<file path="src/rtl/plot_arbiter_pkg.sv">
// Shared constants, sequencer state encoding and the latched rectangle record
// used by the plot arbiter and its round-robin select.
package plot_arbiter_pkg;

  localparam int SCREEN_W = 160;
  localparam int SCREEN_H = 120;

  localparam int X_W      = 8;
  localparam int Y_W      = 7;
  localparam int COLOUR_W = 3;
  localparam int DIM_W    = 4;

  typedef enum logic [1:0] {
    ST_IDLE = 2'd0,
    ST_LOAD = 2'd1,
    ST_DRAW = 2'd2,
    ST_DONE = 2'd3
  } state_t;

  typedef struct packed {
    logic [X_W-1:0]      x;
    logic [Y_W-1:0]      y;
    logic [DIM_W-1:0]    w_m1;
    logic [DIM_W-1:0]    h_m1;
    logic [COLOUR_W-1:0] colour;
  } rect_t;

  function automatic logic is_last_pixel(input logic [DIM_W-1:0] cx,
                                         input logic [DIM_W-1:0] cy,
                                         input rect_t            r);
    return (cx == r.w_m1) && (cy == r.h_m1);
  endfunction

endpackage

</file>
<file path="src/rtl/plot_arbiter_rr_arbiter.sv">
// Round-robin select: combinational one-hot winner searched from last-served+1,
// with the last-served pointer registered and advanced on the update strobe.
module rr_arbiter
  import plot_arbiter_pkg::*;
#(
  parameter int NUM_REQ = 2
) (
  input  logic               i_clk,
  input  logic               i_reset,
  input  logic [NUM_REQ-1:0] i_req,
  input  logic               i_update,
  output logic [NUM_REQ-1:0] o_winner
);

  localparam int PTR_W = (NUM_REQ > 1) ? $clog2(NUM_REQ) : 1;

  logic [PTR_W-1:0]   r_ptr;
  logic [PTR_W-1:0]   w_cand;
  logic [PTR_W-1:0]   w_win_idx;
  logic [NUM_REQ-1:0] w_winner;
  logic               w_found;

  // Candidates visited in order ptr+1, ptr+2, ... wrapping; first requester wins.
  always_comb begin
    w_winner  = '0;
    w_win_idx = '0;
    w_cand    = '0;
    w_found   = 1'b0;
    for (int k = 1; k <= NUM_REQ; k++) begin
      w_cand = PTR_W'((int'(r_ptr) + k) % NUM_REQ);
      if (!w_found && i_req[w_cand]) begin
        w_found          = 1'b1;
        w_winner[w_cand] = 1'b1;
        w_win_idx        = w_cand;
      end
    end
  end

  always_ff @(posedge i_clk) begin
    if (i_reset) begin
      r_ptr <= PTR_W'(NUM_REQ - 1);
    end else if (i_update && w_found) begin
      r_ptr <= w_win_idx;
    end
  end

  assign o_winner = w_winner;

endmodule

</file>
<file path="src/rtl/plot_arbiter.sv">
// Shares one VGA plot port among NUM_REQ rectangle drawers, scanning the granted box one pixel/clock.
// Optional PLOT_ARBITER_CLIP_EN suppresses plot for pixels beyond the 160x120 screen.
module plot_arbiter
  import plot_arbiter_pkg::*;
#(
  parameter int NUM_REQ = 2
) (
  input  logic                        i_clk,
  input  logic                        i_reset,
  input  logic [NUM_REQ-1:0]          i_req,
  input  logic [X_W*NUM_REQ-1:0]      i_req_x,
  input  logic [Y_W*NUM_REQ-1:0]      i_req_y,
  input  logic [DIM_W*NUM_REQ-1:0]    i_req_w_m1,
  input  logic [DIM_W*NUM_REQ-1:0]    i_req_h_m1,
  input  logic [COLOUR_W*NUM_REQ-1:0] i_req_colour,
  output logic [NUM_REQ-1:0]          o_grant,
  output logic [NUM_REQ-1:0]          o_done,
  output logic                        o_busy,
  output logic [X_W-1:0]              o_x,
  output logic [Y_W-1:0]              o_y,
  output logic [COLOUR_W-1:0]         o_colour,
  output logic                        o_plot
);

  state_t               r_state;
  state_t               w_state_nxt;
  rect_t                r_rect;
  rect_t                w_sel_rect;
  logic [NUM_REQ-1:0]   r_grant;
  logic [NUM_REQ-1:0]   r_done;
  logic [NUM_REQ-1:0]   w_winner;
  logic                 r_busy;
  logic                 r_plot;
  logic [X_W-1:0]       r_x;
  logic [Y_W-1:0]       r_y;
  logic [COLOUR_W-1:0]  r_colour;
  logic [DIM_W-1:0]     r_cx;
  logic [DIM_W-1:0]     r_cy;
  logic [DIM_W-1:0]     w_cx_nxt;
  logic [DIM_W-1:0]     w_cy_nxt;
  logic                 w_last;
  logic                 w_pix_vld;
  logic                 w_arb_upd;
  logic                 w_on_screen;
  logic [X_W-1:0]       w_org_x;
  logic [Y_W-1:0]       w_org_y;
  logic [COLOUR_W-1:0]  w_org_colour;
  logic [X_W-1:0]       w_x_nxt;
  logic [Y_W-1:0]       w_y_nxt;

  rr_arbiter #(
    .NUM_REQ (NUM_REQ)
  ) u_rr (
    .i_clk    (i_clk),
    .i_reset  (i_reset),
    .i_req    (i_req),
    .i_update (w_arb_upd),
    .o_winner (w_winner)
  );

  // Parameters of the granted requester, captured into r_rect during LOAD.
  always_comb begin
    w_sel_rect = '0;
    for (int i = 0; i < NUM_REQ; i++) begin
      if (r_grant[i]) begin
        w_sel_rect.x      = i_req_x[X_W*i +: X_W];
        w_sel_rect.y      = i_req_y[Y_W*i +: Y_W];
        w_sel_rect.w_m1   = i_req_w_m1[DIM_W*i +: DIM_W];
        w_sel_rect.h_m1   = i_req_h_m1[DIM_W*i +: DIM_W];
        w_sel_rect.colour = i_req_colour[COLOUR_W*i +: COLOUR_W];
      end
    end
  end

  assign w_last = is_last_pixel(r_cx, r_cy, r_rect);

  always_comb begin
    w_state_nxt = r_state;
    w_cx_nxt    = r_cx;
    w_cy_nxt    = r_cy;
    w_pix_vld   = 1'b0;
    w_arb_upd   = 1'b0;
    case (r_state)
      ST_IDLE: begin
        if (|i_req) begin
          w_state_nxt = ST_LOAD;
          w_arb_upd   = 1'b1;
        end
      end
      ST_LOAD: begin
        w_state_nxt = ST_DRAW;
        w_cx_nxt    = '0;
        w_cy_nxt    = '0;
        w_pix_vld   = 1'b1;
      end
      ST_DRAW: begin
        if (w_last) begin
          w_state_nxt = ST_DONE;
        end else begin
          w_pix_vld = 1'b1;
          if (r_cx == r_rect.w_m1) begin
            w_cx_nxt = '0;
            w_cy_nxt = r_cy + 1'b1;
          end else begin
            w_cx_nxt = r_cx + 1'b1;
          end
        end
      end
      ST_DONE: begin
        w_state_nxt = ST_IDLE;
      end
      default: begin
        w_state_nxt = ST_IDLE;
      end
    endcase
  end

  // Outputs are registered one pixel ahead, so LOAD uses the not-yet-latched origin.
  assign w_org_x      = (r_state == ST_LOAD) ? w_sel_rect.x      : r_rect.x;
  assign w_org_y      = (r_state == ST_LOAD) ? w_sel_rect.y      : r_rect.y;
  assign w_org_colour = (r_state == ST_LOAD) ? w_sel_rect.colour : r_rect.colour;

`ifdef PLOT_ARBITER_CLIP_EN
  logic [X_W:0] w_x_full;
  logic [Y_W:0] w_y_full;

  assign w_x_full    = (X_W+1)'(w_org_x) + (X_W+1)'(w_cx_nxt);
  assign w_y_full    = (Y_W+1)'(w_org_y) + (Y_W+1)'(w_cy_nxt);
  assign w_x_nxt     = w_x_full[X_W-1:0];
  assign w_y_nxt     = w_y_full[Y_W-1:0];
  assign w_on_screen = (w_x_full < (X_W+1)'(SCREEN_W)) && (w_y_full < (Y_W+1)'(SCREEN_H));
`else
  assign w_x_nxt     = w_org_x + X_W'(w_cx_nxt);
  assign w_y_nxt     = w_org_y + Y_W'(w_cy_nxt);
  assign w_on_screen = 1'b1;
`endif

  always_ff @(posedge i_clk) begin
    if (i_reset) begin
      r_state <= ST_IDLE;
    end else begin
      r_state <= w_state_nxt;
    end
  end

  always_ff @(posedge i_clk) begin
    if (i_reset) begin
      r_rect   <= '0;
      r_cx     <= '0;
      r_cy     <= '0;
      r_grant  <= '0;
      r_done   <= '0;
      r_busy   <= 1'b0;
      r_plot   <= 1'b0;
      r_x      <= '0;
      r_y      <= '0;
      r_colour <= '0;
    end else begin
      if (r_state == ST_LOAD) begin
        r_rect <= w_sel_rect;
      end
      r_cx   <= w_cx_nxt;
      r_cy   <= w_cy_nxt;
      r_plot <= w_pix_vld && w_on_screen;
      if (w_pix_vld) begin
        r_x      <= w_x_nxt;
        r_y      <= w_y_nxt;
        r_colour <= w_org_colour;
      end
      if (w_arb_upd) begin
        r_grant <= w_winner;
      end else if (r_state == ST_DONE) begin
        r_grant <= '0;
      end
      r_done <= (r_state == ST_DRAW && w_last) ? r_grant : '0;
      r_busy <= (w_state_nxt != ST_IDLE);
    end
  end

  assign o_grant  = r_grant;
  assign o_done   = r_done;
  assign o_busy   = r_busy;
  assign o_x      = r_x;
  assign o_y      = r_y;
  assign o_colour = r_colour;
  assign o_plot   = r_plot;

endmodule

</file>
<file path="config.mk">
export PLATFORM = sky130hd
export DESIGN_NAME = plot_arbiter
export DESIGN_NICKNAME = d
export VERILOG_FILES = /design/src/rtl/plot_arbiter_pkg.sv /design/src/rtl/plot_arbiter_rr_arbiter.sv /design/src/rtl/plot_arbiter.sv
export SDC_FILE = /design/constraint.sdc
export NUM_CORES = 1
export LEC_CHECK = 0
export ABC_AREA = 1
export BUFFER_PORTS_ARGS = -buffer_cell sky130_fd_sc_hd__buf_2
export CORE_ASPECT_RATIO = 1.1
export CORE_MARGIN = 5
export CORE_UTILIZATION = 30
export DETAILED_ROUTE_END_ITERATION = 7
export PLACE_DENSITY = 0.46
export SYNTH_ARGS = -nofsm -noshare
export SYNTH_HDL_FRONTEND = slang
export SYNTH_HIERARCHICAL = 1
export SYNTH_SLANG_ARGS = --single-unit
</file>
<file path="constraint.sdc">
create_clock -name i_clk -period 3.7 [get_ports i_clk]
set_input_delay 0.37 -clock i_clk [delete_from_list [all_inputs] [get_ports i_clk]]
set_output_delay 0.37 -clock i_clk [all_outputs]
set_load 0.005 [all_outputs]
</file>
## Word level (Yosys, flattened, before mapping)

Cells that the tools add are included.
W data, S select, Z words.

| operators by class | value |
|---|---|
| add/sub/neg operators | 6 |
| magnitude comparators | 4 |
| equal/unequal tests | 5 |
| muxes and demuxes | 34 |
| bitwise gates (word level) | 2 |
| reductions and logical operators | 12 |

Operators with widths:

| kind | count |
|---|---|
| $mux W26 | 2 |
| $mux W4 | 4 |
| $pmux W4 S2 | 2 |
| $mux W1 | 13 |
| $mux W2 | 6 |
| $add A4 B1 Y4 const B | 2 |
| $add A8 B4 Y8 | 1 |
| $eq A4 B4 Y1 | 2 |
| $mux W8 | 1 |
| $pmux W2 S4 | 1 |
| $add A7 B4 Y7 | 1 |
| $mux W7 | 1 |
| $logic_and A1 B1 Y1 | 6 |
| $eq A2 B2 Y1 const B | 2 |
| $lt A1 B2 Y1 const B | 2 |
| $reduce_bool A2 Y1 | 2 |
| $reduce_or A2 Y1 | 2 |
| $mux W3 | 1 |
| $add A1 B1 Y1 const B | 2 |
| $demux W1 S1 | 2 |
| $eq A2 B1 Y1 const B | 1 |
| $ge A1 B1 Y1 const B | 2 |
| $logic_not A2 Y1 | 1 |
| $or A2 B2 Y2 | 1 |
| 3 further kinds | 3 |

| storage, ports and cells | value |
|---|---|
| bits in registers | 61 |
| output and inout bits | 24 |
| word-level logic and storage cells | 79 |

## Depth between registers and ports, before layout

| logic depth | value |
|---|---|
| depth after elaboration | 9 |
| mapped depth | 22 |
| depth with buffers taken out | 22 |

## Cells and area by module

The synthesis kept the hierarchy.

Modules (own cells, without submodules):

| module | times used | cells each | area an instance (sq um) | sequential area each (sq um) |
|---|---|---|---|---|
| plot_arbiter | 1 | 504 | 3423.3 | 1201.2 |
| rr_arbiter | 1 | 9 | 60.1 | 20.0 |

## Worst setup path after synthesis

OpenSTA, ideal clock, no wires.

| timing | value |
|---|---|
| path kind | reg2reg |
| start point | register r_state[0] |
| end point | register r_x[6], in the netlist o_x[6] |
| library setup time | 113 ps |
| arrival time | 2493 ps |
| setup slack | 1094 ps |
| cell stages (with the launch flop) | 18 |
| path buffers | 1 |
| cell sequence | dfxtp_1 inv_1 ha_1 buf_2 inv_1 nor2_1 inv_1 nand2_1 nor2_1 ha_1 inv_1 fa_1 o21ai_0 nand2_1 nand2_1 nand2_1 nor2_1 nor2_1 |

| on the way | value |
|---|---|
| cells in the longest elaborated chain, start to end | 3 |

RTL lines:

| element | line | text |
|---|---|---|
| start: declaration | plot_arbiter.sv:25 | `state_t r_state;` |
| start signal: assignment | plot_arbiter.sv:142 | `r_state <= w_state_nxt;` |
| $eq A2 B2 Y1 or $eq A2 B1 Y1 (tied branches) | plot_arbiter.sv:83 | `case (r_state)` |
| $pmux W4 S2 * | plot_arbiter.sv:83 |  |
| named net w_cx_nxt[0] | plot_arbiter.sv:39 | `logic [DIM_W-1:0] w_cx_nxt;` |
| $add A8 B4 Y8 * | plot_arbiter.sv:133 | `assign w_x_nxt = w_org_x + X_W'(w_cx_nxt);` |
| end signal: assignment | plot_arbiter.sv:166 | `r_x <= w_x_nxt;` |
| end: declaration | plot_arbiter.sv:34 | `logic [X_W-1:0] r_x;` |

The timed path passes the listed nets; every way through them passes the cells marked *.
A chain may end at the register's enable or synchronous reset.

## Worst setup path in the final report

Same ends and word-level chain as after synthesis.

==> flow_summary.ini <==
[outcome]
status = finished clean

[critical_path]
cp_endpoint_kind = flop
worst_ep_required_time_ps = 3920
critPathMaxFanout = 11
cp.arrival_ps = 3130
worst_setup_path_start_kind = flop
timing.setup.critical_path_class = flop to flop

[global_route]
routing_usage_on_met3 = 0.0411
met1_usage = 0.194
via_count_of_the_first_global_routing_pass = 3486
grt_first_pass_wirelength_um = 16600
grt.overflow.total = 0
grt.met2_usage = 0.243
grt_usage = 0.150
grt_busiest_layer = met2
antenna_found_initial = 0
largest_net_degree_at_the_start_of_global_routing = 37

[floorplanning]
die_w_um = 113
die_h_um = 123
core_region_area_um2 = 11400
dieArea_um2 = 13900
io_pins = 80
num_rows = 41
floorplan.initialDensity = 0.304

[pwr]
power.density_nw_per_um2 = 831
max-vdd-ir-drop_v = 0.000284
leakage_nw = 2.20
p_total_mw = 3.56

[routing]
detailroute.via_count = 3432
first_pass_iters = 5
final_antenna_net_count = 0
post_drt_wl_per_cell_um = 13.3
viasPerCell = 4.61
first_iter_violations = 134
routed_wl_um = 9900
drc_errors = 0

[sta]
fin_worst_skew_ps = 5.56
setup_viol_count_final = 0
final.setup.tns_ps = 0
post-route-worst-setup-slack_ps = 798
max_slew.worst_pin.slew_ps = 803
timing.final.hold_violations = 0
layout_worst_path_cycle_share = 0.784
finalHoldWorstSlack_ps = 307
timing.final.crit_period_ps = 2900
grt_setup_unrepaired = false
timing.max_slew.rel_slack = 0.464
drv_slew = 0
achievable-frequency_ghz = 0.345

[yosys]
synth_net_count = 585
seq_area_frac_synth = 0.351
synth.ff_latch_count = 61
yosys.area.top_type = sky130_fd_sc_hd__dfxtp_1
post_synth_instance_area_um2 = 3480
dominantRegCellSynth = sky130_fd_sc_hd__dfxtp_1
syn_avg_cell_area_um2 = 6.79
yosys.cell_types.count = 38
synth.most_common_cell = sky130_fd_sc_hd__nand2_1
synth_top_cells_by_count = sky130_fd_sc_hd__nand2_1, sky130_fd_sc_hd__nor2_1, sky130_fd_sc_hd__dfxtp_1
synth_warnings = 6
postSynthCellCount = 513
netlist.area_leader.share = 0.351
ys_top_cells_by_area = sky130_fd_sc_hd__dfxtp_1, sky130_fd_sc_hd__nand2_1, sky130_fd_sc_hd__nor2_1
asyncSetResetFlopFracSynth = 0
synth-edff-count = 0

[final_layout]
layout_utilization = 0.374
syn_to_final_growth_pct = 22.9
nets = 662
layout-drive-gt1-share = 0.202
antenna_cells_inserted = 0

[place]
worst_case_setup_slack_after_placement_ps = 792
hpwl_after_dpl_um = 7360
buffers_added_on_ports = 79
gpl.final_weighted_congestion = 0.803

[clocking]
cts_tree = built
clk_root_buffer_cell = sky130_fd_sc_hd__clkbuf_16
cts_num_sinks = 61
hold_buffers = 0
post_cts_buffers = 0
postCtsResizedCells = 0
cts_htree_levels = 3
worstSkewPairLatency_ps = 330
tritoncts.num_buffers = 9
cts.path.max_buffers = 2
cts.reportedPaths.clkPinSlew_ps = 50

[hold_path]
hold_path.class = input port to flop

[job]
max_cap_viol_count = 0
[power by group]
group / internal, mW / switching, mW
Combinational: 0.678 / 1.14
Sequential: 0.885 / 0.104
Clock: 0.465 / 0.288
Total: 2.03 / 1.53
[per-stage QoR]
step / instance area (um^2) / std cells
after floorplan: 3480 / 513
after global placement: 4020 / 729
after detailed placement: 4020 / 729
after CTS: 4280 / 744
after global routing: 4280 / 744
final: 4280 / 744
[critical path, cell delays in order, from the launching register on]
cell and delay, ps:
sky130_fd_sc_hd__dfxtp_1 380, sky130_fd_sc_hd__inv_1 80, sky130_fd_sc_hd__ha_1 450, sky130_fd_sc_hd__inv_1 170, sky130_fd_sc_hd__nor2_1 50, sky130_fd_sc_hd__inv_1 130, sky130_fd_sc_hd__nand2_1 90, sky130_fd_sc_hd__nor2_1 120
sky130_fd_sc_hd__ha_1 180, sky130_fd_sc_hd__inv_1 60, sky130_fd_sc_hd__fa_1 400, sky130_fd_sc_hd__o21ai_0 340, sky130_fd_sc_hd__nand2_1 100, sky130_fd_sc_hd__nand2_1 60, sky130_fd_sc_hd__nand2_1 50, sky130_fd_sc_hd__nor2_1 90
sky130_fd_sc_hd__nor2_1 50
[cells in the final DEF (no fill, tap or decap), types with 2 or more instances in the layout]
cell type / netlist / layout
sky130_fd_sc_hd__inv_2: 6 / 6
sky130_fd_sc_hd__dfxtp_1: 61 / 61
sky130_fd_sc_hd__o21ai_0: 5 / 5
sky130_fd_sc_hd__clkinv_2: 0 / 2
sky130_fd_sc_hd__nor2_4: 2 / 2
sky130_fd_sc_hd__nand4_1: 6 / 6
sky130_fd_sc_hd__inv_1: 52 / 52
sky130_fd_sc_hd__nor2_2: 2 / 2
sky130_fd_sc_hd__nor2_1: 75 / 75
sky130_fd_sc_hd__buf_2: 7 / 79
sky130_fd_sc_hd__a211oi_1: 4 / 4
sky130_fd_sc_hd__ha_1: 14 / 14
sky130_fd_sc_hd__fa_1: 2 / 2
sky130_fd_sc_hd__a21oi_1: 32 / 32
sky130_fd_sc_hd__buf_4: 2 / 8
sky130_fd_sc_hd__o22ai_1: 5 / 5
sky130_fd_sc_hd__nand3b_1: 18 / 18
sky130_fd_sc_hd__clkbuf_16: 0 / 9
sky130_fd_sc_hd__clkbuf_1: 7 / 3
sky130_fd_sc_hd__nand2_1: 139 / 139
sky130_fd_sc_hd__or2_2: 3 / 3
sky130_fd_sc_hd__nand3_1: 25 / 25
sky130_fd_sc_hd__a221oi_1: 12 / 12
sky130_fd_sc_hd__nand2_2: 4 / 4
sky130_fd_sc_hd__xor2_1: 3 / 3
sky130_fd_sc_hd__and2_1: 3 / 3
sky130_fd_sc_hd__nand2_4: 2 / 2
sky130_fd_sc_hd__xnor2_1: 5 / 5
sky130_fd_sc_hd__nor3_1: 3 / 3
[layout make-up]
class                           count  area (um^2)
Timing Repair Buffer               87          455
Multi-Input combinational cell    371         1930
Tap cell                          150          188
Inverter                           60          230
Sequential cell                    61         1220
Clock buffer                       13          250
Clock inverter                      2         10.0
Fill cell                        1261         7160
[layer usage]
layer / vias to the layer above / wire length [um]
met5: - / 0
met1: 1542 / 4820
met3: 10 / 502
li1: 1806 / -
met4: 0 / 116
met2: 74 / 4460
[cell families after synthesis]
logic type                 synth area share
and+or+nand+nor                       0.355
buffers and inverters                0.0966
AOI/OAI and AO/OA                     0.116
DFF                                   0.351
adders and majority gates            0.0618
xor gates and xnor gates             0.0201
[registers in the layout (all words and copies together), names as in the netlist]
signal and cells:
r_state 2, o_busy 1, o_grant 2, r_cy 4
u_rr/r_ptr 1, r_rect 26, o_y 7, o_plot 1
o_colour 3, o_done 2, o_x 8, r_cx 4
[worst paths after layout]
path | startpoint | to | slack [ps] | cells past startpoint
min reg2reg | r_rect[21] | r_rect[21] | 470 | 2
max reg2reg | r_state[0] | o_x[6] | 800 | 16
max | r_state[0] | o_x[6] | 800 | 16
min | i_req_h_m1[3] | r_rect[6] | 310 | 3
Note: power is estimated with default switching activity, not from simulation.
